$ cat src/rtl/mem_arbiter.sv
`default_nettype none
// ============================================================================
// Module   : mem_arbiter
// Brief    : Shares one memory port between an instruction read port and a
//            data read/write port. Default build gives the data port priority
//            with an instruction starvation guard; define MEM_ARB_RR_EN for
//            round-robin arbitration instead.
// Revision : 1.0 - initial release
// ============================================================================
module mem_arbiter #(
  parameter int AW         = 32,
  parameter int STARVE_MAX = 4
) (
  input  logic          clk,
  input  logic          rst,
  // instruction read port
  input  logic [AW-1:0] i_addr,
  input  logic          i_rstrb,
  output logic [31:0]   i_rdata,
  output logic          i_rbusy,
  // data port
  input  logic [AW-1:0] d_addr,
  input  logic [31:0]   d_wdata,
  input  logic [3:0]    d_wmask,
  input  logic          d_wstrb,
  input  logic          d_rstrb,
  output logic [31:0]   d_rdata,
  output logic          d_rbusy,
  output logic          d_wbusy,
  // shared memory port
  output logic [AW-1:0] m_addr,
  output logic [31:0]   m_wdata,
  output logic [3:0]    m_wmask,
  output logic          m_wstrb,
  output logic          m_rstrb,
  input  logic [31:0]   m_rdata,
  input  logic          m_rbusy,
  input  logic          m_wbusy,
  // current owner
  output logic          gnt_i,
  output logic          gnt_d
);

  typedef enum logic [1:0] {
    ST_IDLE  = 2'd0,
    ST_OWN_I = 2'd1,
    ST_OWN_D = 2'd2
  } state_t;

  state_t r_state;

`ifdef MEM_ARB_RR_EN
  logic r_last_gnt_d;
`else
  localparam logic [2:0] C_STARVE_MAX = 3'(STARVE_MAX);
  logic [2:0] r_starve_cnt;
`endif

  logic w_req_i;
  logic w_req_d;
  logic w_pick_i;
  logic w_pick_d;
  logic w_own_i;
  logic w_own_d;
  logic w_d_rd;
  logic w_done_i;
  logic w_done_d;

  // ---------------------------------------------------------------------------
  // Arbitration decision, only acted upon in IDLE
  // ---------------------------------------------------------------------------
  assign w_req_i = i_rstrb;
  assign w_req_d = d_rstrb | d_wstrb;

`ifdef MEM_ARB_RR_EN
  assign w_pick_i = w_req_i & (~w_req_d | r_last_gnt_d);
`else
  assign w_pick_i = w_req_i & (~w_req_d | (r_starve_cnt == C_STARVE_MAX));
`endif
  assign w_pick_d = w_req_d & ~w_pick_i;

  // ---------------------------------------------------------------------------
  // Ownership and completion; reset masks everything in the cycle it is seen
  // ---------------------------------------------------------------------------
  assign w_own_i  = (r_state == ST_OWN_I) & ~rst;
  assign w_own_d  = (r_state == ST_OWN_D) & ~rst;

  // A data request with both strobes high is a write.
  assign w_d_rd   = d_rstrb & ~d_wstrb;

  assign w_done_i = w_own_i & i_rstrb & ~m_rbusy;
  assign w_done_d = w_own_d & ((d_wstrb & ~m_wbusy) | (w_d_rd & ~m_rbusy));

  assign gnt_i    = w_own_i;
  assign gnt_d    = w_own_d;

  assign m_rstrb  = (w_own_i & i_rstrb) | (w_own_d & w_d_rd);
  assign m_wstrb  = w_own_d & d_wstrb;

  assign i_rbusy  = i_rstrb & ~w_done_i;
  assign d_wbusy  = d_wstrb & ~w_done_d;
  assign d_rbusy  = d_rstrb & ~(w_done_d & w_d_rd);

  assign i_rdata  = w_done_i ? m_rdata : 32'd0;
  assign d_rdata  = w_done_d ? m_rdata : 32'd0;

  always_comb begin
    m_addr  = '0;
    m_wdata = 32'd0;
    m_wmask = 4'd0;
    if (w_own_i) begin
      m_addr = i_addr;
    end else if (w_own_d) begin
      m_addr  = d_addr;
      m_wdata = d_wdata;
      m_wmask = d_wmask;
    end
  end

  // ---------------------------------------------------------------------------
  // Ownership FSM and arbitration history
  // ---------------------------------------------------------------------------
  always_ff @(posedge clk) begin
    if (rst) begin
      r_state <= ST_IDLE;
`ifdef MEM_ARB_RR_EN
      r_last_gnt_d <= 1'b1;
`else
      r_starve_cnt <= 3'd0;
`endif
    end else begin
      case (r_state)
        ST_IDLE: begin
          if (w_pick_i) begin
            r_state <= ST_OWN_I;
`ifdef MEM_ARB_RR_EN
            r_last_gnt_d <= 1'b0;
`else
            r_starve_cnt <= 3'd0;
`endif
          end else if (w_pick_d) begin
            r_state <= ST_OWN_D;
`ifdef MEM_ARB_RR_EN
            r_last_gnt_d <= 1'b1;
`else
            // Instruction port lost a contended arbitration.
            if (w_req_i && (r_starve_cnt != C_STARVE_MAX)) begin
              r_starve_cnt <= r_starve_cnt + 3'd1;
            end
`endif
          end
        end
        // Dropping the strobe before completion aborts the transfer.
        ST_OWN_I: begin
          if (!i_rstrb || w_done_i) begin
            r_state <= ST_IDLE;
          end
        end
        ST_OWN_D: begin
          if (!w_req_d || w_done_d) begin
            r_state <= ST_IDLE;
          end
        end
        default: begin
          r_state <= ST_IDLE;
        end
      endcase
    end
  end

endmodule
`default_nettype wire

$ cat config.mk
export PLATFORM = sky130hd
export DESIGN_NAME = mem_arbiter
export DESIGN_NICKNAME = d
export VERILOG_FILES = /design/src/rtl/mem_arbiter.sv
export SDC_FILE = /design/constraint.sdc
export NUM_CORES = 1
export LEC_CHECK = 0
export ABC_AREA = 1
export ABC_CLOCK_PERIOD_IN_PS = 1910
export CORE_AREA = 4 4 107 109
export CTS_BUF_LIST = sky130_fd_sc_hd__clkbuf_16
export CTS_CLUSTER_SIZE = 40
export DETAILED_ROUTE_END_ITERATION = 8
export DIE_AREA = 0 0 111 113
export PLACE_DENSITY = 0.6
export SLEW_MARGIN = 0
export SYNTH_ARGS = -nofsm -noshare
export SYNTH_HDL_FRONTEND = slang
export SYNTH_SLANG_ARGS = --single-unit
export TNS_END_PERCENT = 50
$ cat constraint.sdc
create_clock -name clk -period 1.91 [get_ports clk]
set_clock_uncertainty 0.15 [all_clocks]
set_input_delay 0.382 -clock clk [delete_from_list [all_inputs] [get_ports clk]]
set_output_delay 0.382 -clock clk [all_outputs]
set_load 0.005 [all_outputs]
==> metrics.csv <==
metric,value,unit
status,finished with violations,
failing checks,setup timing,
Yosys cell types,21,
Hold Buf Count CTS,0,
met3 usage,2.83,%
Max-cap violations,0,
vias in the first global route,2912,
post-synthesis cell count,277,
clk_lat worst skew,0.23,ns
worst slew margin relative to its limit,82.0,%
nets,735,
post-synth top area cell,nor2_1,
"Reg clk slew, reported paths",0.04,ns
WL/cell,15.8,µm
Tightest Pin Transition,0.268,ns
antenna violations before repair,0,
maximum fanout along the worst path,8,
1st-pass router iterations,4,
reg-to-reg endpoint,r_state[1],
die footprint,12500,µm²
die width,111,µm
Die Y-Extent,113,µm
met2 Use GR,30.8,%
maximum VDD drop,0.000404,V
All-Layer GR Usage,16.6,%
worst setup margin,-0.234,ns
Top Ports,278,
post-synth top area share,29.2,%
Post-synth EDFFs,0,
asr flop ratio synth,0,%
pre-CTS WS,-0.784,ns
"top cells by area, synth","nor2_1 (29%), inv_1 (23%), a22o_1 (20%)",
Synth Net Count,418,
Synth Cell Area,1380,µm²
most common cell in the netlist,nor2_1,
core area,10600,µm²
final instance area,4760,µm²
Max Transition Viols Final,0,
Register Area,105,µm²
critical path required time,1.38,ns
n_diodes,0,
hold_sp,r_starve_cnt[1],
largest net degree at the start of global routing,17,
syn_area_per_cell,4.96,µm²
routability congestion estimate,0.924,
RSZ-0062 raised after global routing,true,
Root Driver,clkbuf_16,
crit path capture type,primary output,
reg2reg path depth,12,
CP arrival,1.61,ns
crit start category,register,
Layout area overhead,246,%
Initial Util,13.0,%
Synth Register Bits,5,
Worst R2R Setup Slack,0.06,ns
CTS tree,done,
LEAKAGE,2.58,nW
DR iter-0 viols,123,
M1 GR Usage,19.8,%
Hold Path Cell Cnt,2,
ANT nets after route,0,
Fin Hold WS,0.328,ns
IO Port Bufs,277,
synth cell count leaders,"nor2_1 (107), inv_1 (84), a22o_1 (32)",
area of the multi-input gates,1200,µm²
HPWL Detailed,8450,µm
"Primary FF master, synth",dfxtp_1,
drt total wl,11600,µm
"Seq/Total Area, Yosys",7.28,%
max frequency,467,MHz
pwr/cell area,268,nW/µm²
Tmin final,2.14,ns
clock tree buffer depth,2,
layout cells sized above 1,46.4,%
GR peak layer,met2,
row count,38,
Hold Crit Class,reg -> reg,
final worst-path cycle share,112,%
yosys warns,0,
H-tree levels,1,
DRC,0,
r2r startpoint,r_state[0],
final setup violation count,129,
first-pass GRT wire length,16800,µm
WS Path Type,reg -> out,
Final Util,44.9,%
routed vias,2961,
fillers,1058,
end of the worst hold path,r_starve_cnt[1],
clock sinks,5,
placed inst area,4490,µm²
total congestion overflow,0,
final hold viol count,0,
CTS buffer count,3,
vias per std cell,4.04,
-- what timing repair did --
item,CTS,global route
resized for setup,597,94
setup buffers,17,4
cloned,7,1
pin swaps,8,10
endpoints found under the setup margin,139,140
-- worst max path at each step --
stage,start,endpoint,slack (ns)
detailed placement,rst,i_rdata[19],-0.78
global placement,rst,i_rdata[19],-0.81
global route,r_state[1],i_rdata[11],-0.32
floorplan,rst,m_wdata[11],0.07
CTS,r_state[0],d_rdata[0],-0.29
finish,r_state[1],d_rdata[0],-0.23
-- critical path, stage by stage (launching register included) --
cell	delay (ns)
dfxtp_4	0.37
inv_2	0.06
nor3_4	0.16
buf_6	0.13
buf_8	0.12
nand2_8	0.08
buf_12	0.16
nor2_4	0.08
clkdlybuf4s15_2	0.20
-- final cells by class --
cell class,count,share of cell area (%)
tap,140,3.68
timing repair buffer,329,59.9
multi-input combinational,170,25.3
clock buffer,3,1.58
inverter,85,7.23
clock inverter,1,0.0789
sequential,5,2.21
-- report_power, final --
group | internal (mW) | switching [mW] | leakage (nW)
Combinational | 0.488 | 0.313 | 2.50
Clock | 0.272 | 0.0800 | 0.0423
Sequential | 0.113 | 0.00854 | 0.0419
Total | 0.873 | 0.402 | 2.58
-- cell families after synthesis --
kind of cell / after synthesis / share of synthesized area (%)
and+or+nand+nor: 124 / 35.8
buffers and inverters: 102 / 29.4
AOI/OAI and AO/OA: 43 / 25.1
DFF: 5 / 7.28
adders and majority gates: 2 / 1.82
xor gates and xnor gates: 1 / 0.637
-- cell usage in the layout (no fill, tap or decap), drive strengths merged, types with 2 or more instances in the layout --
cell and instances:
buf 177, clkdlybuf4s50 133, nor2 107, inv 85, a22o 32, clkdlybuf4s15 10, nand2 10, clkbuf 8
a21oi 6, dfxtp 5, nand3 4, dlygate4sd2 4, nor3 2, ha 2
-- flip-flops by register name (all words and copies together) (netlist names) --
signal        count
r_starve_cnt      3
r_state           2
-- through the flow --
step / instances / power (mW) / TNS [ns]
floorplan: 277 / 0.314 / 0
global route: 733 / 1.35 / -30.33
global placement: 701 / 0.880 / -99.86
finish: 733 / 1.28 / -19.80
detailed placement: 701 / 0.886 / -100.17
CTS: 729 / 1.24 / -21.78
-- layer usage --
| metal | routed length, µm | vias to the layer above |
|---|---|---|
| li1 | - | 1468 |
| met1 | 4610 | 1332 |
| met2 | 6080 | 141 |
| met3 | 615 | 20 |
| met4 | 242 | 0 |
| met5 | 0 | - |
No activity file was read; power rests on OpenSTA's default activity.
